**src/rtl/uart_pkg.sv**
```systemverilog
// Shared UART definitions: one-hot state encodings, default frame timing and clogb2.
// Defining UART_TX_PARITY_EN widens the encoding with the PARITY state.
package uart_pkg;

    localparam int DEFAULT_NB_DATA = 8;
    localparam int DEFAULT_NB_TICK = 16;
    localparam int DEFAULT_NB_STOP = 16;

`ifdef UART_TX_PARITY_EN
    localparam int STATE_W = 5;

    typedef enum logic [STATE_W-1:0] {
        ST_IDLE   = 5'b00001,
        ST_START  = 5'b00010,
        ST_DATA   = 5'b00100,
        ST_STOP   = 5'b01000,
        ST_PARITY = 5'b10000
    } state_e;
`else
    localparam int STATE_W = 4;

    typedef enum logic [STATE_W-1:0] {
        ST_IDLE  = 4'b0001,
        ST_START = 4'b0010,
        ST_DATA  = 4'b0100,
        ST_STOP  = 4'b1000
    } state_e;
`endif

    // Number of bits needed to hold the value (clogb2(15) = 4, clogb2(16) = 5).
    function automatic int clogb2(input int value);
        int v;
        int bits;
        v    = value;
        bits = 0;
        while (v > 0) begin
            bits = bits + 1;
            v    = v >> 1;
        end
        return bits;
    endfunction

    function automatic int max2(input int a, input int b);
        return (a > b) ? a : b;
    endfunction

endpackage

```
**src/rtl/uart_tx.sv**
```systemverilog
// UART transmitter: start bit, NB_DATA bits LSB first, optional even parity, stop period.
// Define UART_TX_PARITY_EN to compile in the PARITY state.
module uart_tx
    import uart_pkg::*;
#(
    parameter int NB_DATA = DEFAULT_NB_DATA,
    parameter int NB_TICK = DEFAULT_NB_TICK,
    parameter int NB_STOP = DEFAULT_NB_STOP
) (
    input  logic               clk,
    input  logic               i_rst_n,
    input  logic               i_tick,
    input  logic               i_tx_start,
    input  logic [NB_DATA-1:0] i_data,
    output logic               o_tx,
    output logic               o_busy,
    output logic               o_txdone
);

    localparam int TICK_W = max2(1, clogb2(max2(NB_TICK, NB_STOP) - 1));
    localparam int BIT_W  = max2(1, clogb2(NB_DATA - 1));

    localparam logic [TICK_W-1:0] TICK_LAST = TICK_W'(NB_TICK - 1);
    localparam logic [TICK_W-1:0] STOP_LAST = TICK_W'(NB_STOP - 1);
    localparam logic [BIT_W-1:0]  BIT_LAST  = BIT_W'(NB_DATA - 1);

    state_e             state_q,    state_d;
    logic [TICK_W-1:0]  tick_cnt_q, tick_cnt_d;
    logic [BIT_W-1:0]   bit_cnt_q,  bit_cnt_d;
    logic [NB_DATA-1:0] shift_q,    shift_d;
    logic               tx_q,       tx_d;
    logic               txdone_q,   txdone_d;
`ifdef UART_TX_PARITY_EN
    logic               parity_q,   parity_d;
`endif

    always_ff @(posedge clk or negedge i_rst_n) begin
        if (!i_rst_n) begin
            state_q    <= ST_IDLE;
            tick_cnt_q <= '0;
            bit_cnt_q  <= '0;
            shift_q    <= '0;
            tx_q       <= 1'b1;
            txdone_q   <= 1'b0;
`ifdef UART_TX_PARITY_EN
            parity_q   <= 1'b0;
`endif
        end else begin
            state_q    <= state_d;
            tick_cnt_q <= tick_cnt_d;
            bit_cnt_q  <= bit_cnt_d;
            shift_q    <= shift_d;
            tx_q       <= tx_d;
            txdone_q   <= txdone_d;
`ifdef UART_TX_PARITY_EN
            parity_q   <= parity_d;
`endif
        end
    end

    // Counters only advance on i_tick and are cleared on every state change.
    always_comb begin
        state_d    = state_q;
        tick_cnt_d = tick_cnt_q;
        bit_cnt_d  = bit_cnt_q;
        shift_d    = shift_q;
        txdone_d   = 1'b0;
`ifdef UART_TX_PARITY_EN
        parity_d   = parity_q;
`endif

        case (state_q)
            ST_IDLE: begin
                if (i_tx_start) begin
                    shift_d    = i_data;
                    tick_cnt_d = '0;
                    bit_cnt_d  = '0;
                    state_d    = ST_START;
`ifdef UART_TX_PARITY_EN
                    parity_d   = ^i_data;
`endif
                end
            end

            ST_START: begin
                if (i_tick) begin
                    if (tick_cnt_q == TICK_LAST) begin
                        tick_cnt_d = '0;
                        bit_cnt_d  = '0;
                        state_d    = ST_DATA;
                    end else begin
                        tick_cnt_d = tick_cnt_q + 1'b1;
                    end
                end
            end

            ST_DATA: begin
                if (i_tick) begin
                    if (tick_cnt_q == TICK_LAST) begin
                        tick_cnt_d = '0;
                        shift_d    = shift_q >> 1;
                        if (bit_cnt_q == BIT_LAST) begin
                            bit_cnt_d = '0;
`ifdef UART_TX_PARITY_EN
                            state_d   = ST_PARITY;
`else
                            state_d   = ST_STOP;
`endif
                        end else begin
                            bit_cnt_d = bit_cnt_q + 1'b1;
                        end
                    end else begin
                        tick_cnt_d = tick_cnt_q + 1'b1;
                    end
                end
            end

`ifdef UART_TX_PARITY_EN
            ST_PARITY: begin
                if (i_tick) begin
                    if (tick_cnt_q == TICK_LAST) begin
                        tick_cnt_d = '0;
                        state_d    = ST_STOP;
                    end else begin
                        tick_cnt_d = tick_cnt_q + 1'b1;
                    end
                end
            end
`endif

            ST_STOP: begin
                if (i_tick) begin
                    if (tick_cnt_q == STOP_LAST) begin
                        tick_cnt_d = '0;
                        state_d    = ST_IDLE;
                        txdone_d   = 1'b1;
                    end else begin
                        tick_cnt_d = tick_cnt_q + 1'b1;
                    end
                end
            end

            default: begin
                state_d    = ST_IDLE;
                tick_cnt_d = '0;
                bit_cnt_d  = '0;
            end
        endcase
    end

    // The line level is decoded from the next state so o_tx changes on the same edge as the state.
    always_comb begin
        tx_d = 1'b1;
        case (state_d)
            ST_IDLE:   tx_d = 1'b1;
            ST_START:  tx_d = 1'b0;
            ST_DATA:   tx_d = shift_d[0];
`ifdef UART_TX_PARITY_EN
            ST_PARITY: tx_d = parity_d;
`endif
            ST_STOP:   tx_d = 1'b1;
            default:   tx_d = 1'b1;
        endcase
    end

    assign o_tx     = tx_q;
    assign o_busy   = (state_q != ST_IDLE);
    assign o_txdone = txdone_q;

endmodule

```
**config.mk**
```make
export PLATFORM = sky130hd
export DESIGN_NAME = uart_tx
export DESIGN_NICKNAME = d
export VERILOG_FILES = /design/src/rtl/uart_pkg.sv /design/src/rtl/uart_tx.sv
export SDC_FILE = /design/constraint.sdc
export NUM_CORES = 1
export LEC_CHECK = 0
export BUFFER_PORTS_ARGS = -buffer_cell sky130_fd_sc_hd__buf_2
export CAP_MARGIN = 20
export CORE_MARGIN = 3
export CORE_UTILIZATION = 51
export DETAILED_ROUTE_END_ITERATION = 12
export PLACE_DENSITY = 0.77
export REMOVE_ABC_BUFFERS = 1
export SLEW_MARGIN = 20
export SYNTH_ARGS = -nofsm -noshare
export SYNTH_HDL_FRONTEND = slang
export SYNTH_SLANG_ARGS = --single-unit
```
**constraint.sdc**
```tcl
create_clock -name clk -period 1.9 [get_ports clk]
set_clock_uncertainty 0.15 [all_clocks]
set_input_delay 0.475 -clock clk [delete_from_list [all_inputs] [get_ports clk]]
set_output_delay 0.475 -clock clk [all_outputs]
set_load 0.1 [all_outputs]
```
**Word-level counts from Yosys, hierarchy flattened**

Cells that the tools add are included.

- Register bits: 21

- Mux-type cells: 28
- Equal/unequal tests: 15
- Bitwise operators: 1
- $add $sub $neg: 2
- Reduce and logical (&&, ||, !) cells: 5

Operators with widths:

| kind | count |
|---|---|
| 4-bit 2-to-1 mux | 11 |
| 8-bit 2-to-1 mux | 3 |
| 3-bit 2-to-1 mux | 6 |
| 4-bit one-hot mux with 4 select lines | 1 |
| 8-bit one-hot mux with 2 select lines | 1 |
| 3-bit one-hot mux with 4 select lines | 1 |
| 2-bit != test (second input constant) | 5 |
| 4-bit by 2-bit equality test with 1-bit output (second input constant) | 2 |
| 4-bit by 3-bit equality test with 1-bit output (second input constant) | 2 |
| 4-bit equality test (second input constant) | 2 |
| 4-bit one-hot mux with 2 select lines | 1 |
| 6-bit AND reduction | 1 |
| 4-bit by 1-bit adder with 4-bit output (second input constant) | 1 |
| 4-bit by 1-bit equality test with 1-bit output (second input constant) | 1 |
| 4-bit by 1-bit != test with 1-bit output (second input constant) | 1 |
| 4-bit AND reduction | 1 |
| 3-bit by 1-bit adder with 3-bit output (second input constant) | 1 |
| 3-bit equality test (second input constant) | 1 |
| 1-bit 2-to-1 mux | 3 |
| 3-bit OR reduction | 1 |
| 2-bit by 1-bit != test with 1-bit output (second input constant) | 1 |
| 1-bit one-hot mux with 2 select lines | 1 |
| 2-bit AND reduction | 1 |
| 2-bit nonzero test | 1 |
| 1-bit NOT | 1 |

**Depth between registers and ports, before layout**

Gate-level depths: netlist of run 1.

- Depth after elaboration: 7
- Gate-level depth with buffers: 6
- Gate-level depth less buffers: 5

**Least setup slack after synthesis of run 1**

OpenSTA, ideal clock, no wires.

- Path type: flip-flop to output port
- Start: register state_q[0]
- End: output o_busy
- Arrival time: 1.368 ns
- Path buffers: 1
- Path slack: -0.093 ns
- Data required time: 1.275 ns
- Cell stages (with the launch flop): 4
- Cell sequence: dfstp_2 buf_2 nor4b_4 inv_1

- Longest elaborated chain between the ends: 1

RTL lines:

| element | line | source |
|---|---|---|
| start: declaration | uart_tx.sv:27 | `state_e state_q, state_d;` |
| start signal: assignment | uart_tx.sv:49 | `state_q <= state_d;` |
| 4-bit by 1-bit != test with 1-bit output | uart_tx.sv:167 | `assign o_busy = (state_q != ST_IDLE);` |
| end: declaration | uart_tx.sv:16 | `output logic o_busy,` |

No other way between the ends.

**Worst setup path after layout of run 1**

Ends and elaborated chain as after synthesis.

==> summary.md, run 1 <==
| Metric | Value |
|---|---|
| Status | `finished with violations` |
| Violated checks | `setup timing` |
| NumNets Final | `164` |
| # IOs | `15` |
| Ant. Diodes | `0` |
| Netlist cell types | `40` |
| Total gr overflow | `0` |
| Crit end category | `output pin` |
| Setup TNS Final | `-0.07776 ns` |
| CTS tree | `built` |
| Antenna viol nets, final | `0` |
| Vias in the first global route | `991` |
| Initial Utilization | `0.5714` |
| WL/cell | `16.54 um` |
| Fin. Hold Viols | `0` |
| IO buf count | `14` |
| Clock Tree Buf Depth | `2` |
| Cells after Synth | `approximately 110` |
| Reg clk slew, reported paths | `0.12 ns` |
| Htree depth | `1` |
| Setup Slack @ Placement | `~0.0034 ns` |
| Root Driver | `clkbuf_4` |
| Synth Flop Type | `dfrtp_1` |
| Die H | `54.53 um` |
| Critical-path maximum fanout | `2` |
| DRT iter0 DRCs | `28` |
| Final instance area | `1519 sq um` |
| Final setup margin | `-0.07776 ns` |
| Setup crit start | `state_q[0]$_DFF_PN1_` |
| Hold path depth | `3` |
| GP Congestion | `approximately 0.92` |
| Reg2Reg Launch Point | `state_q[0]$_DFF_PN1_` |
| Hold path startpoint | `i_data[3]` |
| Critical Path AT | `1.35 ns` |
| Yosys reg bits | `21` |
| Syn_area_per_cell | `10.63 sq um` |
| Most frequent cell after synthesis | `dfrtp_1` |
| Area Overhead vs Synth | `26.46%` |
| R2r endpoint | `bit_cnt_q[0]$_DFFE_PN0P_` |
| Rows | `16` |
| DIE WIDTH | `around 55 um` |
| DIE AREA | `approximately 3000 sq um` |
| Synth top area cells | `dfrtp_1 (40%), a22oi_1 (5.6%), nand2_1 (5.3%)` |
| Worst Hold End | `shift_q[3]$_DFFE_PN0P_` |
| Max IR drop VDD | `0.8637 mV` |
| RSZ-0062 raised after global routing | `true` |
| Worst setup path class | `reg -> out` |
| Hold Crit Class | `in -> reg` |
| Mapped cell area | `1201 sq um` |
| Worst slew margin | `0.6739` |
| R2r setup slk | `0.01 ns` |
| Pwr/cell area | `1156 nW/um^2` |
| Total GRT Usage | `0.2137` |
| Top post-synthesis cells by count | `dfrtp_1 (19), nand2_1 (17), a22oi_1 (9)` |
| Req. time, crit path | `1.27 ns` |
| Max Clk Rate | `0.5056 GHz` |
| Leak pwr | `0.7275 nW` |
| CTS buffer count | `3` |
| Initial antenna violation count | `0` |
| Synth Warn # | `0` |
| Largest net degree at the start of global routing | `22` |
| Worst skew pair latency | `0.32 ns` |
| Routed wire length | `2894 um` |
| Vias post-DR | `1043` |
| Initial DRT Pass Iterations | `4` |
| Max-slew violations | `0` |
| Clock sinks | `21` |
| Avg Vias per Cell | `5.960` |
| Worst Tran Pin Value | `0.4925 ns` |
| EDFF count, synth | `0` |
| FF-to-FF path depth | `5` |
| Ys async rst share | `1.000` |
| DR DRC count | `0` |
| Cell Area, Placed | `1348 sq um` |
| Final setup violation count | `1` |
| Post-synth top area share | `0.3958` |
| Post-detail-place hpwl | `1986 um` |
| Final period util | `1.041` |
| Final min period | `approximately 2.0 ns` |
| Layout cells sized above 1 | `0.3919` |
| Core box area | `around 2100 sq um` |
| CP Launch Type | `flip-flop` |
| First-pass GRT wire length | `4409 um` |
| Max-cap violations | `0` |
| Seq/Total Area, Yosys | `0.4396` |
| Synth area leader | `dfrtp_1` |
state kept, by name (all words and copies together) (netlist names):
name        cells
shift_q         8
o_txdone        1
o_tx            1
tick_cnt_q      4
bit_cnt_q       3
state_q         4
per-layer routing:
layer	vias up	routed length (um)	track usage
met4	0	38	0.04979
met5	-	0	0
met2	30	1500	0.3805
met1	522	1207	0.2422
li1	484	-	-
met3	7	149	0.07629
critical path, cell delays in order, from the launching register on:
cell and delay, ns:
dfstp_2 0.56, nor4b_4 0.21, inv_1 0.08, buf_6 0.19
stage by stage:
stage / hold slack [ns] / instances / power, mW / utilization
6_report: 0.2293 / 175 / 1.755 / 0.7226
5_1_grt: 0.2107 / 175 / 1.863 / 0.7226
4_1_cts: 0.2285 / 169 / 1.687 / 0.6804
3_5_place_dp: 0.3055 / 160 / 1.408 / 0.6411
3_3_place_gp: 0.3067 / 160 / 1.374 / 0.6411
2_1_floorplan: 0.02941 / 107 / 1.202 / -
cells in the final DEF (no fill, tap or decap), types with 2 or more instances in the layout:
cell,netlist,layout
mux2i_1,2,2
a31oi_1,2,2
o21ai_2,0,2
a211oi_2,1,2
o211ai_1,2,2
buf_2,2,12
nand2_1,17,17
buf_4,2,20
a22oi_1,9,9
nor3b_1,2,2
nor2b_1,6,6
inv_1,5,5
buf_6,2,2
dfrtp_1,19,18
nor3_1,2,2
dfstp_2,2,2
a211o_1,2,2
a22o_1,4,4
nor2_1,2,2
ha_1,3,2
nor4b_4,2,2
nand3_1,2,2
and2_1,2,2
clkbuf_4,0,4
final cells by class:
cell class	instances	area, sq um
tap	27	33.78
multi-input combinational	81	641.9
inverter	5	18.77
clock inverter	1	7.507
clock buffer	3	22.52
fill	155	583.1
timing repair buffer	37	265.3
sequential	21	529.3
power breakdown:
part | switching (mW) | internal (mW) | leakage, nW | total, mW
Clock | 0.153 | 0.0805 | 0.0139 | 0.234
Sequential | 0.0784 | 0.580 | 0.270 | 0.658
Combinational | 0.512 | 0.352 | 0.443 | 0.864
kinds of logic after synthesis:
family / Yosys count / share of synthesized area
AND/OR/NAND/NOR: 43 / 0.2302
AO/OA/AOI/OAI: 31 / 0.2073
flip-flops: 21 / 0.4396
buffers and inverters: 11 / 0.05521
multiplexers: 3 / 0.02916
adder cells (fa/ha/maj): 3 / 0.03125
XOR/XNOR: 1 / 0.007293
worst max path at each step:
stage | cells past startpoint | end
after floorplan | 4 | bit_cnt_q[0]$_DFFE_PN0P_
after global placement | 5 | o_tx$_DFF_PN1_
after detailed placement | 5 | o_tx$_DFF_PN1_
after CTS | 3 | o_busy
after global routing | 3 | o_busy
final | 3 | o_busy
what timing repair did:
action                     in CTS  in global routing
gates resized for setup         4                 12
hold buffers                    1                  0
pin swaps                       1                  7
setup buffers                   4                  6
hold endpoints to repair       19                  0
setup endpoints to repair       2                  9
Note: power is estimated with default switching activity, not from simulation.
==> inputs of run 2 (changes only) <==
--- a/config.mk
+++ b/config.mk
@@ -11,7 +11,6 @@
 export CORE_UTILIZATION = 51
 export DETAILED_ROUTE_END_ITERATION = 12
 export PLACE_DENSITY = 0.77
-export REMOVE_ABC_BUFFERS = 1
 export SLEW_MARGIN = 20
 export SYNTH_ARGS = -nofsm -noshare
 export SYNTH_HDL_FRONTEND = slang
==> run 2 against run 1 <==
The flow still finishes with violations (setup timing). Utilization rose by 0.30 points. Sequential power fell by 0.6%. Global-route usage decreased by 0.10 points. Die area unchanged. Via count fell by 1.2%. Register-to-register slack about the same.
==> summary.md, run 2 (same netlist as run 1, synthesis figures left out) <==
| Metric | Value |
|---|---|
| Final period util | `1.059 (+0.01771)` |
| Final min period | `2.011 ns (+0.03366 ns)` |
| Syn Nets | `between 100 and 150` |
| RSZ-0062 raised after global routing | `true` |
| Status | `finished with violations` |
| Fin. Hold Viols | `0 (unchanged)` |
| Core box area | `2102 sq um (unchanged)` |
| Final setup margin | `-0.1114 ns (-0.03366 ns)` |
| Worst setup path class | `reg -> out` |
| Layout cells sized above 1 | `0.3986 (+0.006757)` |
| NumNets Final | `164 (unchanged)` |
| Hold Crit Class | `in -> reg` |
| Initial DRT Pass Iterations | `4 (unchanged)` |
| Largest net degree at the start of global routing | `22 (unchanged)` |
| Max reg flops | `8 (unchanged)` |
| Area Overhead vs Synth | `26.98%` |
| Ant. Diodes | `0 (unchanged)` |
| Placed insts | `162 (+1.3%)` |
| Critical-path maximum fanout | `2 (unchanged)` |
| Routed wire length | `2832 um (-2.1%)` |
| Avg Vias per Cell | `5.886 (-1.2%)` |
| Rows | `16 (unchanged)` |
| Initial Utilization | `0.5714 (unchanged)` |
| IO buf count | `14 (unchanged)` |
| First-pass GRT wire length | `4381 um (-0.64%)` |
| Total gr overflow | `0 (unchanged)` |
| Max incr delay on CP | `0.43 ns (-0.13 ns)` |
| Fillers | `147 (-5.2%)` |
| Worst slew margin | `0.6709 (-0.003040)` |
| Antenna viol nets, final | `0 (unchanged)` |
| Slowest CP cell | `dfrtp_1` |
| DIE WIDTH | `54.53 um (unchanged)` |
| Root Driver | `clkbuf_4` |
| Max-slew violations | `0 (unchanged)` |
| DIE AREA | `2974 sq um (unchanged)` |
| Multi-input logic area | `650.6 sq um (+1.4%)` |
| DRT iter0 DRCs | `36 (+29%)` |
| WL/cell | `16.18 um (-2.1%)` |
| GP Congestion | `0.8778 (-4.5%)` |
| Max Clk Rate | `0.4972 GHz (-1.7%)` |
| Max IR drop VDD | `0.7559 mV (-12%)` |
| Max-cap violations | `0 (unchanged)` |
| Pwr/cell area | `1204 nW/um^2 (+4.2%)` |
| Final setup violation count | `2 (+1)` |
| Setup Slack @ Placement | `0.007247 ns (+0.003854 ns)` |
| Req. time, crit path | `1.27 ns (about the same)` |
| Most frequent cells in the layout | `buf_4 (21), dfrtp_1 (18), nand2_1 (17)` |
| Die H | `54.53 um (unchanged)` |
| Initial antenna violation count | `0 (unchanged)` |
| Commonest non-fill, non-tap cell in the layout | `buf_4` |
| Vias post-DR | `1030 (-1.2%)` |
| Clock Tree Buf Depth | `2 (unchanged)` |
| CTS tree | `built` |
| Post-detail-place hpwl | `1921 um (-3.3%)` |
| Largest registers | `shift_q: 8 flops, state_q: 4 flops, tick_cnt_q: 4 flops` |
| DR DRC count | `0 (unchanged)` |
| Largest register by flop count | `shift_q` |
| Worst skew pair latency | `0.30 ns (-0.02 ns)` |
| Non-Filler Instances | `175 (unchanged)` |
| CP Launch Type | `flip-flop` |
| CP Cell Sequence | `buf_6, nor4b_4, inv_1, buf_12` |
| Htree depth | `1 (unchanged)` |
| CTS buffer count | `3 (unchanged)` |
| Leak pwr | `0.7256 nW (-0.26%)` |
| Violated checks | `setup timing` |
| Crit end category | `output pin` |
| Setup TNS Final | `-0.1120 ns (-0.03427 ns)` |
| Reg clk slew, reported paths | `0.11 ns (about the same)` |
| # IOs | `15 (unchanged)` |
| Total GRT Usage | `0.2127 (-0.001030)` |
| Clock sinks | `21 (unchanged)` |
| Worst Tran Pin Value | `0.4971 ns (+0.004590 ns)` |
| Storage cell area | `529.3 sq um (unchanged)` |
| Critical Path AT | `1.39 ns (+0.04 ns)` |
| Vias in the first global route | `989 (-0.20%)` |
[run 2: power by group]
| part | leakage, nW | internal [mW] | switching, mW |
|---|---|---|---|
| combinational | 0.440 | 0.432 | 0.541 |
| sequential | 0.270 | 0.580 | 0.0740 |
| clock | 0.0150 | 0.0820 | 0.128 |
[run 2: metrics by stage]
step | cell area, sq um | util | total power [mW] | hold WS [ns]
after floorplan | 1201 | - | 1.241 | 0.02941
after CTS | 1453 | 0.6911 | 1.761 | 0.2366
after global placement | 1363 | 0.6482 | 1.394 | 0.3093
after detailed placement | 1363 | 0.6482 | 1.423 | 0.3123
final | 1525 | 0.7256 | 1.836 | 0.2426
after global routing | 1525 | 0.7256 | 1.947 | 0.2475
[run 2: path summary, 6_finish.rpt]
kind / start / end / slack [ns] / depth (start not counted)
min in group asynchronous: i_rst_n / bit_cnt_q[0]$_DFFE_PN0P_ / 0.50 / 2
worst min-delay path: i_data[2] / shift_q[2]$_DFFE_PN0P_ / 0.24 / 3
worst min register to register: shift_q[2]$_DFFE_PN0P_ / shift_q[2]$_DFFE_PN0P_ / 0.34 / 2
worst max-delay path: state_q[1]$_DFF_PN0_ / o_busy / -0.11 / 4
max in group asynchronous: i_rst_n / state_q[0]$_DFF_PN1_ / 0.75 / 2
worst max register to register: state_q[1]$_DFF_PN0_ / bit_cnt_q[0]$_DFFE_PN0P_ / 0 / 7
[run 2: repair_timing]
item                                    CTS  global route
buffers inserted                          4             4
gates resized for setup                   6            12
hold endpoints to repair                 19             0
hold buffers                              1             0
endpoints found under the setup margin    2            11
pin swaps                                 1             6
[run 2: metal layers]
| metal | global-route usage | up-vias | wire length (um) |
|---|---|---|---|
| li1 | - | 484 | - |
| met4 | 0.1203 | 0 | 72 |
| met2 | 0.3367 | 29 | 1366 |
| met5 | 0 | - | 0 |
| met3 | 0.04087 | 7 | 117 |
| met1 | 0.2704 | 510 | 1275 |
[run 2: cell type report]
class,instances,share of cell area
multi-input combinational,81,0.4266
sequential,21,0.3470
inverter,5,0.01231
timing repair buffer,37,0.1747
tap,27,0.02215
clock buffer,4,0.01723
[run 2: critical path, delay by kind of cell, from the launching register on]
kind,cells,cell delay (ns)
DFF,1,0.43
buffers and inverters,3,0.43
and+or+nand+nor,1,0.23
